$ cat src/rtl/full_adder_pkg.sv
// Shared constants and types for the ripple-carry full adder slice.
package full_adder_pkg;

  // Operand width limits for full_adder instances.
  localparam int FA_DEFAULT_WIDTH = 1;
  localparam int FA_MAX_WIDTH     = 64;

  // Output path selection; numerically equal to the REGISTERED parameter.
  typedef enum logic {
    FA_COMB = 1'b0,
    FA_REG  = 1'b1
  } fa_mode_e;

  // Width of the full {cout, sum} result for a given operand width.
  function automatic int fa_result_width(input int width);
    return width + 1;
  endfunction

endpackage

$ cat src/rtl/full_adder_cell.sv
// One-bit full adder cell; the building block of the ripple chain.
module full_adder_cell (
  input  logic a,
  input  logic b,
  input  logic cin,
  output logic sum,
  output logic cout
);

  logic half_sum;

  // Propagate term shared by the sum and the carry.
  assign half_sum = a ^ b;
  assign sum      = half_sum ^ cin;
  assign cout     = (a & b) | (cin & half_sum);

endmodule

$ cat src/rtl/full_adder.sv
// WIDTH-bit ripple-carry adder built from full_adder_cell instances, with
// either a registered (1-cycle latency) or purely combinational output path.
module full_adder
  import full_adder_pkg::*;
#(
  parameter int WIDTH      = FA_DEFAULT_WIDTH,
  parameter bit REGISTERED = 1'b1
) (
  input  logic             clk,
  input  logic             rst_n,
  input  logic [WIDTH-1:0] a,
  input  logic [WIDTH-1:0] b,
  input  logic             cin,
  input  logic             in_valid,
  output logic [WIDTH-1:0] sum,
  output logic             cout,
  output logic             out_valid
);

  localparam fa_mode_e MODE = fa_mode_e'(REGISTERED);

  // carry[i] feeds cell i; carry[WIDTH] is the final carry-out.
  logic [WIDTH:0]   carry;
  logic [WIDTH-1:0] sum_next;
  logic             cout_next;

  assign carry[0]  = cin;
  assign cout_next = carry[WIDTH];

  // Ripple chain: each cell takes its carry from the cell below it.
  for (genvar gi = 0; gi < WIDTH; gi++) begin : g_cell
    full_adder_cell u_cell (
      .a    (a[gi]),
      .b    (b[gi]),
      .cin  (carry[gi]),
      .sum  (sum_next[gi]),
      .cout (carry[gi+1])
    );
  end

  if (MODE == FA_REG) begin : g_reg
    logic [WIDTH-1:0] sum_reg;
    logic             cout_reg;
    logic             out_valid_reg;

    // Output registers: capture on valid, hold otherwise; reset clears at once.
    always_ff @(posedge clk or negedge rst_n) begin
      if (!rst_n) begin
        sum_reg       <= '0;
        cout_reg      <= 1'b0;
        out_valid_reg <= 1'b0;
      end else begin
        out_valid_reg <= in_valid;
        if (in_valid) begin
          sum_reg  <= sum_next;
          cout_reg <= cout_next;
        end
      end
    end

    assign sum       = sum_reg;
    assign cout      = cout_reg;
    assign out_valid = out_valid_reg;
  end else begin : g_comb
    // Clock and reset have no function on the combinational path.
    logic unused_clk_rst;
    assign unused_clk_rst = clk ^ rst_n;

    assign sum       = sum_next;
    assign cout      = cout_next;
    assign out_valid = in_valid;
  end

endmodule

$ cat config.mk
export PLATFORM = sky130hd
export DESIGN_NAME = full_adder
export DESIGN_NICKNAME = d
export VERILOG_FILES = /design/src/rtl/full_adder_pkg.sv /design/src/rtl/full_adder_cell.sv /design/src/rtl/full_adder.sv
export SDC_FILE = /design/constraint.sdc
export NUM_CORES = 1
export LEC_CHECK = 0
export ABC_AREA = 1
export ABC_CLOCK_PERIOD_IN_PS = 1550
export CAP_MARGIN = 5
export CORE_AREA = 4 4 41 43
export DETAILED_ROUTE_END_ITERATION = 10
export DIE_AREA = 0 0 45 47
export HOLD_SLACK_MARGIN = 0.15
export PLACE_DENSITY_LB_ADDON = 0.08
export SLEW_MARGIN = 20
export SYNTH_ARGS = -nofsm -noshare
export SYNTH_HDL_FRONTEND = slang
export SYNTH_HIERARCHICAL = 1
export SYNTH_SLANG_ARGS = --single-unit
$ cat constraint.sdc
create_clock -name clk -period 1.55 [get_ports clk]
set_clock_uncertainty 0.05 [all_clocks]
set_input_delay 0.31 -clock clk [delete_from_list [all_inputs] [get_ports clk]]
set_output_delay 0.31 -clock clk [all_outputs]
set_load 0.01 [all_outputs]
Word-level counts from Yosys, hierarchy flattened
Index checks and enable logic that the tools add are counted.

Register bits after elaboration: 3. Output and inout port bits: 3. Bits of input ports: 6.

Bitwise logic cells: 5.

Operators by type and width (number): bitwise AND 1 bit (2); bitwise XOR 1 bit (2); OR 1 bit (1).

Logic depth before layout (Yosys ltp)
Gate-level depths: netlist (run 1).

Depth in word-level cells: 3. Mapped depth: 3. Mapped depth without buffers: 3.

Hierarchy
The synthesis (run 1) kept the hierarchy.

Modules (own cells, without submodules): full_adder (cells each 10, sequential area each 75.1 um2, times used 1, area each 101.3 um2); full_adder_cell (cells each 1, sequential area each 0.0 um2, times used 1, area each 20.0 um2).

Worst setup path after synthesis (run 1)
Ideal clock, no wire load.

Kind: input-to-reg. From: input a. To: register g_reg.sum_reg, in the netlist sum. Stages on the path: 3. Slack: 0.512 ns. Data required time: 1.383 ns. Setup time: 0.117 ns. Data arrival time: 0.872 ns. Cell sequence: fa_1 nand2_1 nand2_1.

Cells in the longest elaborated chain, start to end: 2.

RTL lines: start, declared (RTL line full_adder.sv:11) `input logic [WIDTH-1:0] a,`; bitwise XOR 1 bit (RTL line full_adder_cell.sv:13) `assign half_sum = a ^ b;`; bitwise XOR 1 bit (RTL line full_adder_cell.sv:14) `assign sum = half_sum ^ cin;`; end signal, assigned (RTL line full_adder.sv:55) `sum_reg <= sum_next;`; end, declared (RTL line full_adder.sv:42) `logic [WIDTH-1:0] sum_reg;`.

No other way between the ends. A chain may end at the register's enable or synchronous reset.

Worst setup path after layout (run 1)
From: register g_reg.cout_reg, in the netlist cout. To: output cout.

RTL lines: start, declared (RTL line full_adder.sv:43) `logic cout_reg;`; start signal, assigned (RTL line full_adder.sv:56) `cout_reg <= cout_next;`; end, declared (RTL line full_adder.sv:16) `output logic cout,`.

No word-level cell between the ends.

==> reports/qor.yml, run 1 <==
detailed_place.area_um2: 220
cts.path.max_buffers: 2
finish.utilization_pct: 18.9
syn_to_final_growth_pct: 103
placement.setup.worst_slack_ns: 0.0412
grtUsageMet1_pct: 3.43
max-vdd-ir-drop_mv: 0.207
run_status: "finished clean"
critical_path.cell_chain: "clkdlybuf4s50_1"
end_kind: "output pin"
nets: 31
final_hold_viol_count: 0
clk_latency_ns: 0.23
dieArea_um2: 2120
drive_gt1_share_pct: 13.0
die_x_um: 45
setup_viol_count_final: 0
path_class: "register to output pin"
cts.repair_timing.setup_buffer_count: 0
maxcap_violations: 0
num_antenna_cells: 0
path_buf_inv: 1
initial_util_pct: 9.33
crit_start_category: "register"
cts_num_sinks: 3
total_negative_slack_for_setup_checks_ns: 0
design_area_um2: 246
p_per_area_nw_per_um2: 1110
quantity_of_i_o_buffers_inserted_on_ports: 8
wire_length_of_the_first_global_routing_pass_um: 503
required_ns: 1.19
globalRoute.totalOverflow: 0
hp-class: "primary input to asynchronous set/reset pin"
drt-pass1-iter-count: 1
synth-seq-area-share_pct: 61.9
dominantRegCellSynth: "sky130_fd_sc_hd__dfrtp_1"
first_global_vias: 131
cell_taking_the_most_area_after_synthesis: "sky130_fd_sc_hd__dfrtp_1"
crit_fanout: 2
synthesis.nets: 18
critical-path-slowest-cell: "sky130_fd_sc_hd__clkdlybuf4s50_1"
post-synth-top-area-fraction_pct: 61.9
worst-slew-pin-transition_ns: 0.139
cp_slowest_stage_delay_ns: 0.54
detail_route.iter0.violations: 0
clock_input_transition_at_the_sequential_cells_of_the_worst_setup_and_hold_paths_ns: 0.04
post_cts_hold_buffer_count: 0
vias_per_cell: 3.21
fmax_mhz: 677
yosysMostFrequentCell: "sky130_fd_sc_hd__nand2_1"
synth_enable_flop_cells: 0
grtUsageTotal_pct: 4.35
grt-busiest-layer: "met4"
slew_viol_final: 0
synthesis.area_per_instance_um2: 11.0
crit_arrival_ns: 1.12
detailroute.via_count: 122
cts_inserted_buffers: 3
netlist_instances: 11
ios: 9
cts_tree: "done"
layout.cells.non_filler: 38
postSynth.asyncResetShare_pct: 100
ctsHtreeMaxLevel: 1
gp_routability_congestion: 0.607
grt_setup_unrepaired: "false"
period_share_pct: 95.4
worst_path_dominant_cell_family: "buffers and inverters"
p_leak_nw: 0.112
grt_util_met2_pct: 4.52
cts.repair.resized: 0
m3_gr_usage_pct: 1.15
finalWirelength_um: 310
grt_max_degree: 5
yosys.cell_types.count: 4
synth_top_cells_by_count: "sky130_fd_sc_hd__nand2_1, sky130_fd_sc_hd__dfrtp_1, sky130_fd_sc_hd__fa_1, sky130_fd_sc_hd__inv_1"
timing.slew.headroom_pct: 90.7
ys.warnings.count: 6
synth_seq_cells: 3
wl_per_cell_um: 8.16
antenna_violating_nets_post_route: 0
setup_ws_ns: 0.0720
clk_root_buffer_cell: "sky130_fd_sc_hd__clkbuf_4"
initial_antenna_violation_count: 0
fp.dieH_um: 47
numPlacedInstances: 34
period_minus_slack_ns: 1.48
core_region_area_um2: 1300
drt_drc_violations_left: 0
mappedNetlistArea_um2: 121
floorplan.rows: 13
synthTopCellsByArea: "sky130_fd_sc_hd__dfrtp_1, sky130_fd_sc_hd__nand2_1, sky130_fd_sc_hd__fa_1"
-- final cells by class --
type	count	area, um^2
clock buffers	4	26.3
well taps	15	18.8
inverters	1	3.75
flip-flops and latches	3	75.1
repair buffers	8	80.1
fillers	157	1050
multi-input cells	7	42.5
-- layout by cell type (no fill, tap or decap) --
cell / count
sky130_fd_sc_hd__fa_1: 1
sky130_fd_sc_hd__clkdlybuf4s50_1: 8
sky130_fd_sc_hd__nand2_1: 6
sky130_fd_sc_hd__dfrtp_1: 3
sky130_fd_sc_hd__inv_1: 1
sky130_fd_sc_hd__clkbuf_4: 3
sky130_fd_sc_hd__clkbuf_1: 1
-- power by group --
part / switching (mW) / internal, mW / total, mW
clock network: 0.0403 / 0.0965 / 0.137
logic: 0.0173 / 0.0295 / 0.0468
registers: 0.00392 / 0.0869 / 0.0908
total: 0.0615 / 0.213 / 0.274
-- logic make-up (layout without fill, tap and decap cells) --
kind of cell | count (synthesis) | in the layout | synth area share (%)
flip-flops | 3 | 3 | 61.9
AND/OR/NAND/NOR | 6 | 6 | 18.6
adder cells (fa/ha/maj) | 1 | 1 | 16.5
buffers and inverters | 1 | 13 | 3.09
-- through the flow --
step | hold WS, ns | total power [mW]
2_1_floorplan | -0.0356 | 0.105
3_3_place_gp | 0.409 | 0.140
3_5_place_dp | 0.409 | 0.140
4_1_cts | 0.203 | 0.285
5_1_grt | 0.214 | 0.298
6_report | 0.210 | 0.274
-- metal layers --
metal	vias up	part of all wire [%]
met5	-	0
met4	0	12
met3	4	8.7
met2	10	43
met1	53	36
li1	55	-
-- final timing paths --
path | end | slack [ns] | cells past startpoint | start
max | cout | 0.07 | 1 | cout
min | out_valid | 0.21 | 1 | rst_n
max reg2reg | cout | 0.90 | 2 | cout
min reg2reg | sum | 0.41 | 2 | sum
max in group asynchronous | cout | 1.10 | 1 | rst_n
min in group clk | sum | 0.41 | 2 | sum
Power figures use the tool's default switching activity.
==> inputs of run 2 (changes only) <==
--- a/config.mk
+++ b/config.mk
@@ -11,7 +11,6 @@
 export CORE_AREA = 4 4 41 43
 export DETAILED_ROUTE_END_ITERATION = 10
 export DIE_AREA = 0 0 45 47
-export HOLD_SLACK_MARGIN = 0.15
 export PLACE_DENSITY_LB_ADDON = 0.08
 export SLEW_MARGIN = 20
 export SYNTH_ARGS = -nofsm -noshare
==> results of run 2 <==
Final layout, timing and power as in run 1 (identical DEF).
